==> config.mk <==
export PLATFORM = sky130hd
export DESIGN_NAME = alu_seq
export DESIGN_NICKNAME = d
export VERILOG_FILES = /design/src/rtl/alu_seq_pkg.sv /design/src/rtl/alu_mul_iter.sv /design/src/rtl/alu_seq.sv
export SDC_FILE = /design/constraint.sdc
export NUM_CORES = 1
export LEC_CHECK = 0
export ABC_AREA = 1
export CAP_MARGIN = 20
export CORE_MARGIN = 2
export CORE_UTILIZATION = 30
export DETAILED_ROUTE_END_ITERATION = 10
export GPL_TIMING_DRIVEN = 0
export PLACE_DENSITY = 0.47
export SETUP_SLACK_MARGIN = 0.05
export SYNTH_ARGS = -nofsm -noshare
export SYNTH_HDL_FRONTEND = slang
export SYNTH_HIERARCHICAL = 1
export SYNTH_SLANG_ARGS = --single-unit
==> constraint.sdc <==
create_clock -name clk -period 1.7 [get_ports clk]
set_input_delay 0.17 -clock clk [delete_from_list [all_inputs] [get_ports clk]]
set_output_delay 0.17 -clock clk [all_outputs]
set_load 0.02 [all_outputs]
==> src/rtl/alu_seq_pkg.sv <==
// Shared opcodes, FSM states and NZCV flag layout for alu_seq.
package alu_seq_pkg;

  localparam logic [2:0] OP_ADD = 3'b000;
  localparam logic [2:0] OP_SUB = 3'b001;
  localparam logic [2:0] OP_AND = 3'b010;
  localparam logic [2:0] OP_OR  = 3'b011;
  localparam logic [2:0] OP_XOR = 3'b100;
  localparam logic [2:0] OP_LSL = 3'b101;
  localparam logic [2:0] OP_LSR = 3'b110;
  localparam logic [2:0] OP_MUL = 3'b111;

  typedef enum logic [1:0] {
    S_IDLE = 2'd0,
    S_BUSY = 2'd1,
    S_DONE = 2'd2
  } state_e;

  localparam int unsigned FLAG_N = 3;
  localparam int unsigned FLAG_Z = 2;
  localparam int unsigned FLAG_C = 1;
  localparam int unsigned FLAG_V = 0;

  function automatic logic [3:0] pack_flags(input logic n, input logic z, input logic c,
                                            input logic v);
    logic [3:0] f;
    f         = '0;
    f[FLAG_N] = n;
    f[FLAG_Z] = z;
    f[FLAG_C] = c;
    f[FLAG_V] = v;
    return f;
  endfunction

endpackage

==> src/rtl/alu_mul_iter.sv <==
// Iterative shift-add unsigned multiplier: one partial-product step per cycle, WIDTH steps.
// done_o is high during the final step; product_o then carries the complete product.
module alu_mul_iter #(
  parameter int unsigned WIDTH = 32
) (
  input  logic               clk,
  input  logic               rst_n,
  input  logic               start_i,
  input  logic [WIDTH-1:0]   a_i,
  input  logic [WIDTH-1:0]   b_i,
  output logic               done_o,
  output logic [2*WIDTH-1:0] product_o
);

  localparam int unsigned CntW = $clog2(WIDTH + 1);

  logic [WIDTH-1:0]   mcand_q;
  logic [2*WIDTH-1:0] prod_q, prod_d;
  logic [CntW-1:0]    cnt_q;
  logic               busy_q;
  logic [WIDTH:0]     acc;

  // Upper half accumulates, lower half holds the not-yet-consumed multiplier bits.
  always_comb begin
    acc    = {1'b0, prod_q[2*WIDTH-1:WIDTH]} + (prod_q[0] ? {1'b0, mcand_q} : '0);
    prod_d = {acc, prod_q[WIDTH-1:1]};
  end

  assign done_o    = busy_q && (cnt_q == CntW'(1));
  assign product_o = prod_d;

  always_ff @(posedge clk or negedge rst_n) begin
    if (!rst_n) begin
      mcand_q <= '0;
      prod_q  <= '0;
      cnt_q   <= '0;
      busy_q  <= 1'b0;
    end else if (start_i) begin
      mcand_q <= a_i;
      prod_q  <= {{WIDTH{1'b0}}, b_i};
      cnt_q   <= CntW'(WIDTH);
      busy_q  <= 1'b1;
    end else if (busy_q) begin
      prod_q <= prod_d;
      cnt_q  <= cnt_q - CntW'(1);
      if (cnt_q == CntW'(1)) busy_q <= 1'b0;
    end
  end

endmodule

==> src/rtl/alu_seq.sv <==
// Handshaked sequential ALU with registered Result/NZCV flags.
// Define ALU_SEQ_MUL_EN to build the iterative multiplier for opcode 111.
module alu_seq
  import alu_seq_pkg::*;
#(
  parameter int unsigned WIDTH = 32,
  parameter int unsigned SHW   = $clog2(WIDTH)
) (
  input  logic             clk,
  input  logic             rst_n,
  input  logic             in_valid,
  output logic             in_ready,
  input  logic [WIDTH-1:0] a,
  input  logic [WIDTH-1:0] b,
  input  logic [2:0]       ALUControl,
  output logic             out_valid,
  input  logic             out_ready,
  output logic [WIDTH-1:0] Result,
  output logic [3:0]       ALUFlags
);

`ifdef ALU_SEQ_MUL_EN
  localparam bit MulEn = 1'b1;
`else
  localparam bit MulEn = 1'b0;
`endif

  state_e           state_q;
  logic [WIDTH-1:0] result_q;
  logic [3:0]       flags_q;
  logic             out_valid_q;

  logic [SHW-1:0]   shamt;
  logic [WIDTH:0]   sum, shl, shr;
  logic [WIDTH-1:0] alu_res;
  logic             alu_c, alu_v;
  logic [3:0]       alu_flags;
  logic             is_mul;

  always_comb begin
    shamt   = b[SHW-1:0];
    sum     = {1'b0, a} + {1'b0, (ALUControl[0] ? ~b : b)} + {{WIDTH{1'b0}}, ALUControl[0]};
    // Extra bit on each side catches the last bit shifted out.
    shl     = {1'b0, a} << shamt;
    shr     = {a, 1'b0} >> shamt;
    alu_res = '0;
    alu_c   = 1'b0;
    alu_v   = 1'b0;
    case (ALUControl)
      OP_ADD, OP_SUB: begin
        alu_res = sum[WIDTH-1:0];
        alu_c   = sum[WIDTH];
        alu_v   = ~(a[WIDTH-1] ^ b[WIDTH-1] ^ ALUControl[0]) & (a[WIDTH-1] ^ sum[WIDTH-1]);
      end
      OP_AND: alu_res = a & b;
      OP_OR:  alu_res = a | b;
      OP_XOR: alu_res = a ^ b;
      OP_LSL: begin
        alu_res = shl[WIDTH-1:0];
        alu_c   = shl[WIDTH];
      end
      OP_LSR: begin
        alu_res = shr[WIDTH:1];
        alu_c   = shr[0];
      end
      default: alu_res = '0;
    endcase
    alu_flags = pack_flags(alu_res[WIDTH-1], alu_res == '0, alu_c, alu_v);
    is_mul    = MulEn && (ALUControl == OP_MUL);
  end

`ifdef ALU_SEQ_MUL_EN
  logic               mul_start, mul_done;
  logic [2*WIDTH-1:0] mul_prod;
  logic [3:0]         mul_flags;

  assign mul_start = (state_q == S_IDLE) && in_valid && is_mul;
  assign mul_flags = pack_flags(mul_prod[WIDTH-1], mul_prod[WIDTH-1:0] == '0,
                                |mul_prod[2*WIDTH-1:WIDTH], 1'b0);

  alu_mul_iter #(
    .WIDTH(WIDTH)
  ) u_mul (
    .clk      (clk),
    .rst_n    (rst_n),
    .start_i  (mul_start),
    .a_i      (a),
    .b_i      (b),
    .done_o   (mul_done),
    .product_o(mul_prod)
  );
`endif

  always_ff @(posedge clk or negedge rst_n) begin
    if (!rst_n) begin
      state_q     <= S_IDLE;
      result_q    <= '0;
      flags_q     <= '0;
      out_valid_q <= 1'b0;
    end else begin
      case (state_q)
        S_IDLE: begin
          if (in_valid) begin
            if (is_mul) begin
              state_q <= S_BUSY;
            end else begin
              result_q    <= alu_res;
              flags_q     <= alu_flags;
              out_valid_q <= 1'b1;
              state_q     <= S_DONE;
            end
          end
        end
`ifdef ALU_SEQ_MUL_EN
        S_BUSY: begin
          if (mul_done) begin
            result_q    <= mul_prod[WIDTH-1:0];
            flags_q     <= mul_flags;
            out_valid_q <= 1'b1;
            state_q     <= S_DONE;
          end
        end
`endif
        S_DONE: begin
          if (out_ready) begin
            out_valid_q <= 1'b0;
            state_q     <= S_IDLE;
          end
        end
        default: state_q <= S_IDLE;
      endcase
    end
  end

  // Gated by rst_n so the block never advertises readiness while held in reset.
  assign in_ready  = rst_n && (state_q == S_IDLE);
  assign out_valid = out_valid_q;
  assign Result    = result_q;
  assign ALUFlags  = flags_q;

endmodule
; ---- After elaboration in Yosys (flattened, before gate mapping)
; Index checks and enable logic that the tools add are counted.
[op_classes]
n_eq_ne = 9
muxes = 10
shifts = 2
bitwise = 9
reduce_logical = 9
addsub = 2
[ops]
columns = op, count
row1 = $pmux W32 S6, 1
row2 = $add A32 B32 Y33, 1
row3 = $add A33 B1 Y33, 1
row4 = $shl A32 B5 Y33, 1
row5 = $shr A33 B5 Y33, 1
row6 = $and A32 B32 Y32, 1
row7 = $logic_not A32 Y1, 1
row8 = $mux W32, 1
row9 = $not A32 Y32, 1
row10 = $or A32 B32 Y32, 1
row11 = $xor A32 B32 Y32, 1
row12 = $eq A3 B3 Y1 const B, 3
row13 = $eq A3 B2 Y1 const B, 2
row14 = $mux W2, 2
row15 = $ne A2 B2 Y1 const B, 2
row16 = $pmux W2 S2, 1
row17 = $reduce_and A2 Y1, 2
row18 = $eq A3 B1 Y1 const B, 1
row19 = $logic_not A3 Y1, 1
row20 = $mux W1, 3
row21 = $pmux W1 S3, 1
row22 = $reduce_and A3 Y1, 1
row23 = $xor A1 B1 Y1, 3
row24 = $eq A2 B2 Y1 const B, 1
row25 = other kinds (7), 7
[word_totals]
input_bits = 71
reg_bits = 39
output_inout_bits = 38

; ---- Logic depth before layout (Yosys ltp)
; Gate-level depths: netlist of run 1.
[depth]
depth_word = 7
ltp_mapped = 24
ltp_nobuf = 22

; ---- Worst setup path before layout of run 1
; OpenSTA, ideal clock, no wires.
[synth_path]
path_kind = input port to flip-flop
from = in ALUControl[0]
to = reg flags_q[2] (netlist: ALUFlags[2])
setup_ns = 0.066
path_slack_ns = -0.867
path_buffers = 2
cell_stages = 18
t_required_ns = 1.634
arrival_time_ns = 2.502
path_cell_list = buf_4 > buf_1 > xor2_1 > ha_1 > nand2_1 > inv_1 > a21oi_1 > nand3_1 > or2_2 > nand2_1 > nand3_1 > nor2_1 > nand2_1 > nor2_1 > nand2_1 > nor2_1 > nand2_1 > nand2_1
[synth_between]
elab_chain_cells = 5
word_cells_on_any_way = 13
[synth_rtl]
columns = item, line_no
row1 = "start, declared", alu_seq.sv:15  ; input logic [2:0] ALUControl,
row2 = $mux W32, alu_seq.sv:42  ; sum = {1'b0, a} + {1'b0, (ALUControl[0] ? ~b : b)} + {{WIDTH{1'b0}}, ALUControl[0]};
row3 = $add A32 B32 Y33, alu_seq.sv:42
row4 = $add A33 B1 Y33, alu_seq.sv:42
row5 = $pmux W32 S6 *, alu_seq.sv:49  ; case (ALUControl)
row6 = $logic_not A32 Y1 *, alu_seq.sv:68  ; alu_flags = pack_flags(alu_res[WIDTH-1], alu_res == '0, alu_c, alu_v);
row7 = "end signal, assigned", alu_seq.sv:108  ; flags_q <= alu_flags;
row8 = "end, declared", alu_seq.sv:30  ; logic [3:0] flags_q;
; Mark *: on every way between the ends. The rest lies on a longest branch, timed or not.
; A chain may end at the register's enable or synchronous reset.

; ---- Final worst setup path of run 1
[layout_path]
from = in b[2]
to = reg flags_q[2] (netlist: ALUFlags[2])
[layout_between]
elab_chain_cells = 6
word_cells_on_any_way = 11
[layout_rtl]
columns = item, line_no
row1 = "start, declared", alu_seq.sv:14  ; input logic [WIDTH-1:0] b,
row2 = $not A32 Y32, alu_seq.sv:42
row3 = $mux W32, alu_seq.sv:42
row4 = $add A32 B32 Y33, alu_seq.sv:42
row5 = $add A33 B1 Y33, alu_seq.sv:42
row6 = $pmux W32 S6 *, alu_seq.sv:49
row7 = $logic_not A32 Y1 *, alu_seq.sv:68
; Marked as above.

==> flow_summary.ini, run 1 <==
[outcome]
run_status = finished, violations left
violations = setup timing

[layout]
mostFrequentLayoutCell = nand3_1
finalNonFillerCells = 2313
fill_cells = 3235
syn_to_final_growth_pct = 55.8
diodes = 0
drive_gt1_share_pct = 34.5
nNetsFinal = 2084
fin_util_pct = 47.2
layout_common_cells = nand3_1 (348), nand2_1 (317), inv_1 (159)
fin_area_sq_um = 14800

[drt]
vias_per_cell = 5.65
post_drt_wl_per_cell_um = 24.7
vias = 13066
final_antenna_net_count = 0
dr.pass1.iters = 7
drt-total-wl_um = 57100
drc = 0
drtIter0Drc = 1486

[clock_tree]
cts.clk_slew.worst_paths_ps = 50
clock-sinks = 36
max-clock-path-buffers = 2
cts_root_buf = clkbuf_16
htreeDepth = 2
clk_latency_ps = 280
cts_tree = done
cts_made_buffers = 5

[timing]
final_max_slew_viol_count = 0
fmax_ghz = 0.426
hold-worst-slack_ps = 407
final-hold-violation-count = 0
fin_ws_ps = -648
relSlewSlack_pct = 40.5
worst_pin_slew_ps = 892
rsz0062_at_grt = yes
finalSetupTns_ps = -9840
finalClockSkew_ps = 2.64
setup_viol = 34
fin_crit_sh_pct = 138
fin_crit_ps = 2350

[floorplan]
dieArea_sq_um = 33000
ioPinCount = 109
fp.dieH_um = 182
core_area_sq_um = 31300
fp.dieW_um = 182
initial_core_util_pct = 30.3
placementRows = 65

[global_routing]
overflow = 0
grt.total_usage_pct = 33.1
first_global_vias = 12248
grt_max_degree = 37
grt_pass1_wl_um = 80400
antenna_found_initial = 0

[setup_path]
path_cells = buf_12 -> clkbuf_16 -> buf_12 -> xor2_4 -> ha_4 -> buf_6 -> nand3_4 -> nand2_4 -> nand2_2 -> nand2_2 -> nand3_4 -> nand2_8 -> nand2_4 -> nand2_2 -> nand2_2 -> nand3_2 -> nand2_1 -> nor2_1 -> nand3_2 -> nor2_2 -> nand2_1 -> nand2_1
crit_path_end_kind = register
worstPathRequired_ps = 1920
slowest_stage = ha_4
path_max_fanout = 4
path_class = input port to register
max_stage_delay_ps = 310
cp.arrival_ps = 2570
cp_common_cell = nand2_2
cp-start-kind = input port

[place]
dp_hpwl_um = 44500
portBuffers = 107
dp_cells = 2195
gp_congestion = 1.00
dpl_cell_area_sq_um = 11300

[power_and_ir_drop]
ir_drop_mv = 0.344
leakagePower_nw = 7.09
power.density_nw_per_um2 = 581

[logic_synthesis]
synth_seq_cells = 36
yosysTopAreaCellShare_pct = 21.3
avgSynthCellArea_sq_um = 5.62
synth_nets = 1859
ys_seq_area_share_pct = 9.50
synthesis.area_sq_um = 9480
yosys-top-cells-area = nand3_1 (21%), nand2_1 (17%), ha_1 (13%)
yosysWarnings = 6
yosys.area.top_type = nand3_1
yosysUniqueCellTypes = 43
netlist_instances = 1686

[hold_path]
hold_path.class = input port to register

[job]
cap_violations = 0
## cell families after synthesis
logic type / after synthesis / synth area share [%]
flops: 36 / 9.50
xor+xnor: 34 / 3.14
buf+inv: 273 / 12.4
simple gates: 1087 / 52.0
fa+ha+maj: 102 / 13.5
compound gates: 154 / 9.36
## sequential cells by signal (all words and copies together) (netlist names)
signal     cells
ALUFlags       3
Result        32
out_valid      1
## final timing paths
| check | slack, ps | cells after the start | from | end |
|---|---|---|---|---|
| setup / recovery | -650 | 22 | b[2] | ALUFlags[2] |
| hold / removal | 410 | 5 | ALUControl[0] | ALUFlags[0] |
| setup reg to reg | 150 | 6 | out_valid | Result[31] |
| hold reg to reg | 480 | 2 | Result[2] | Result[2] |
| max in group asynchronous | 1060 | 3 | rst_n | Result[22] |
| min in group asynchronous | 450 | 3 | rst_n | Result[1] |
## cells in the mapped netlist (all sizes together)
cell and instances:
nand4 16, and2 4, nand2 466, xor2 32
o21a 1, o211a 5, nor2 156, o21ai 60
xnor2 2, o21bai 3, nor4 1, buf 60
a221oi 2, inv 195, and3 2, a31oi 21
o2111ai 1, fa 1, clkbuf 17, or2 4
nand3b 8, nor3 10, clkinv 1, dfrtp 36
ha 101, a21oi 45, o211ai 16, nand3 420
## metrics by stage
stage | power [W] | setup WS [ps]
finish | 0.00858 | -648
global route | 0.00907 | -780
CTS | 0.00755 | -731
detailed placement | 0.00575 | -2060
global placement | 0.00577 | -2070
floorplan | 0.00387 | -538
## area by class of cell
| class | instances | area [sq um] | area share [%] |
|---|---|---|---|
| buffer | 76 | 704 | 4.77 |
| tap | 402 | 503 | 3.41 |
| sequential | 36 | 901 | 6.10 |
| clock buffer | 7 | 153 | 1.03 |
| multi-input combinational | 1377 | 9790 | 66.3 |
| timing repair buffer | 219 | 1950 | 13.2 |
| inverter | 196 | 764 | 5.18 |
## critical path: cells and delay by family
family | cells | cell delay [ps]
and+or+nand+nor | 16 | 1390
adders and majority gates | 1 | 310
xor gates and xnor gates | 1 | 180
buffers and inverters | 4 | 510
## routing by layer
metal,global-route usage [%],vias to the layer above,part of all wire [%]
li1,-,6000,-
met1,44.0,6218,42
met2,54.5,682,45
met3,4.77,166,8.1
met4,12.0,0,4.8
met5,0,-,0
## power by group
group	switching (W)	internal [W]
Sequential	0.000137	0.00107
Combinational	0.00390	0.00251
Clock	0.000347	0.000615
Total	0.00439	0.00420
## timing repair
item                                    4_1_cts  5_1_grt
setup buffers                                68       47
hold endpoints to repair                     36        0
endpoints found under the setup margin       36       35
resized for setup                           428      341
pin swaps                                    95      163
gates cloned                                  1        3
hold buffers                                  2        0
No activity file was read; power rests on OpenSTA's default activity.
==> run 2: changes to the inputs <==
Settings changed: CAP_MARGIN 20 to unset, CELL_PAD_IN_SITES_DETAIL_PLACEMENT set to 0, CELL_PAD_IN_SITES_GLOBAL_PLACEMENT set to 2, PLACE_DENSITY 0.47 to 0.82.
==> run 2 against run 1 <==
The run still ends with setup timing left. Critical path type unchanged. Clock power grew 0.5%. Register-to-register slack lost 290 ps. Sequential cell count is the same. Design area shrank 4.2%.
==> flow_summary.ini, run 2 (same netlist as run 1, synthesis figures left out) <==
[clock_tree]
cts.clk_slew.worst_paths_ps = 50
cts_tree = done
clock-sinks = 36
cts_root_buf = clkbuf_16
clk_latency_ps = 280
htreeDepth = 2
max-clock-path-buffers = 2
cts_made_buffers = 5

[floorplan]
placementRows = 65
dieArea_sq_um = 33000
core_area_sq_um = 31300
initial_core_util_pct = 30.3
fp.dieW_um = 182
fp.dieH_um = 182
ioPinCount = 109

[setup_path]
worstPathRequired_ps = 1920
cp-start-kind = input port
max_stage_delay_ps = 280
cp_common_cell = nand2_1
r2r-start = out_valid
cp.arrival_ps = 2620
cp_num_buf_inv = 4
path_max_fanout = 5
path_class = input port to register
crit_path_end_kind = register
path_cells = buf_4 -> clkbuf_8 -> buf_12 -> xor2_4 -> ha_4 -> nand2_1 -> nand2_2 -> nand2_2 -> nand3_2 -> buf_4 -> o21ai_4 -> nand3_2 -> nor2_4 -> nand2_1 -> nor2_2 -> nand4_1 -> nor2_2 -> nand2_1 -> nand2_1
ff2ff_setup_slack_ps = -140
cp_top_family = simple AND/OR/NAND/NOR gates
slowest_stage = ha_4
crit_start = b[2]

[power_and_ir_drop]
swShare_pct = 51.3
power.density_nw_per_um2 = 584
leakagePower_nw = 6.87
p_int_w = 0.00402
net-switching-power_w = 0.00424
ir_drop_mv = 0.352
p_seq_share_pct = 14.6
power.share.clock_pct = 11.7
pwr-share-comb_pct = 73.7

[drt]
drc = 0
vias_per_cell = 5.56
final_antenna_net_count = 0
drtIter0Drc = 1211
post_drt_wl_per_cell_um = 25.0
drt-total-wl_um = 57300
dr.pass1.iters = 8
vias = 12741

[place]
pre_cts_slack_ps = -2100
portBuffers = 107
gp_congestion = 0.969
dpl_cell_area_sq_um = 11300
dp_cells = 2195
dp_hpwl_um = 45400

[global_routing]
overflow = 0
first_global_vias = 12243
grt.total_usage_pct = 34.0
antenna_found_initial = 0
grt_pass1_wl_um = 82300
grt_max_degree = 37

[timing]
fin_crit_ps = 2400
relSlewSlack_pct = 39.1
fin_ws_ps = -701
worst_pin_slew_ps = 913
finalClockSkew_ps = 2.06
fmax_ghz = 0.417
fin_crit_sh_pct = 141
hold-worst-slack_ps = 407
final_max_slew_viol_count = 0
setup_viol = 35
rsz0062_at_grt = yes
final-hold-violation-count = 0

[layout]
drive_gt1_share_pct = 30.7
largest_register_ffs = 32
syn_to_final_growth_pct = 49.3
layout_common_cells = nand3_1 (349), nand2_1 (340), inv_1 (165)
nNetsFinal = 2061
finalNonFillerCells = 2290
fin_area_sq_um = 14100
mostFrequentLayoutCell = nand3_1
diodes = 0
fin_util_pct = 45.2

[outcome]
run_status = finished, violations left
violations = setup timing

[hold_path]
min_from = ALUControl[0]
hold_path.class = input port to register

[job]
cap_violations = 0
==> run 2: worst min-delay path, delay by kind of cell <==
family	cells	cell delay, ps
xor gates and xnor gates	1	80
buffers and inverters	2	260
and+or+nand+nor	1	70
AOI/OAI and AO/OA	1	60
==> run 2: routing by layer <==
layer	share of wire, %	up-vias	GRT usage, %	wire length (um)
met5	0	-	0	0
met4	5.7	0	13.3	3290
met3	7.6	154	4.61	4340
met2	45	556	56.0	25700
met1	42	6067	44.9	24000
li1	-	5964	-	-
==> run 2: path summary, 6_finish.rpt <==
check,end,depth (start not counted)
max,ALUFlags[2],19
min,ALUFlags[0],5
max reg2reg,Result[13],6
min reg2reg,Result[21],2
max in group asynchronous,Result[16],3
min in group asynchronous,Result[2],3
==> run 2: area by class of cell <==
class | count | area (sq um)
tap | 402 | 503
timing repair buffer | 195 | 1860
sequential | 36 | 901
inverter | 196 | 754
fill | 3297 | 17200
multi-input combinational | 1377 | 9300
clock buffer | 7 | 153
buffer | 77 | 678
==> run 2: power by group through the flow <==
| stage | combinational [W] | clock [W] | sequential [W] |
|---|---|---|---|
| after floorplan | 0.00243 | 0 | 0.00145 |
| after global placement | 0.00457 | 0 | 0.00121 |
| after detailed placement | 0.00455 | 0 | 0.00122 |
| after CTS | 0.00547 | 0.000973 | 0.00121 |
| after global routing | 0.00650 | 0.00102 | 0.00123 |
| final | 0.00610 | 0.000967 | 0.00120 |
==> run 2: metrics by stage <==
stage                     setup TNS (ps)  total power (W)
after floorplan                    -6880          0.00387
after global placement            -64460          0.00578
after detailed placement          -48720          0.00576
after CTS                         -10900          0.00765
after global routing              -15070          0.00875
final                             -12010          0.00827
==> run 2: what timing repair did <==
action / in CTS / in global routing
cloned: 2 / 0
pin swaps: 94 / 99
setup endpoints to repair: 36 / 35
gates resized for setup: 449 / 182
setup buffers: 62 / 28
hold buffers: 2 / 0
hold endpoints to repair: 36 / 0
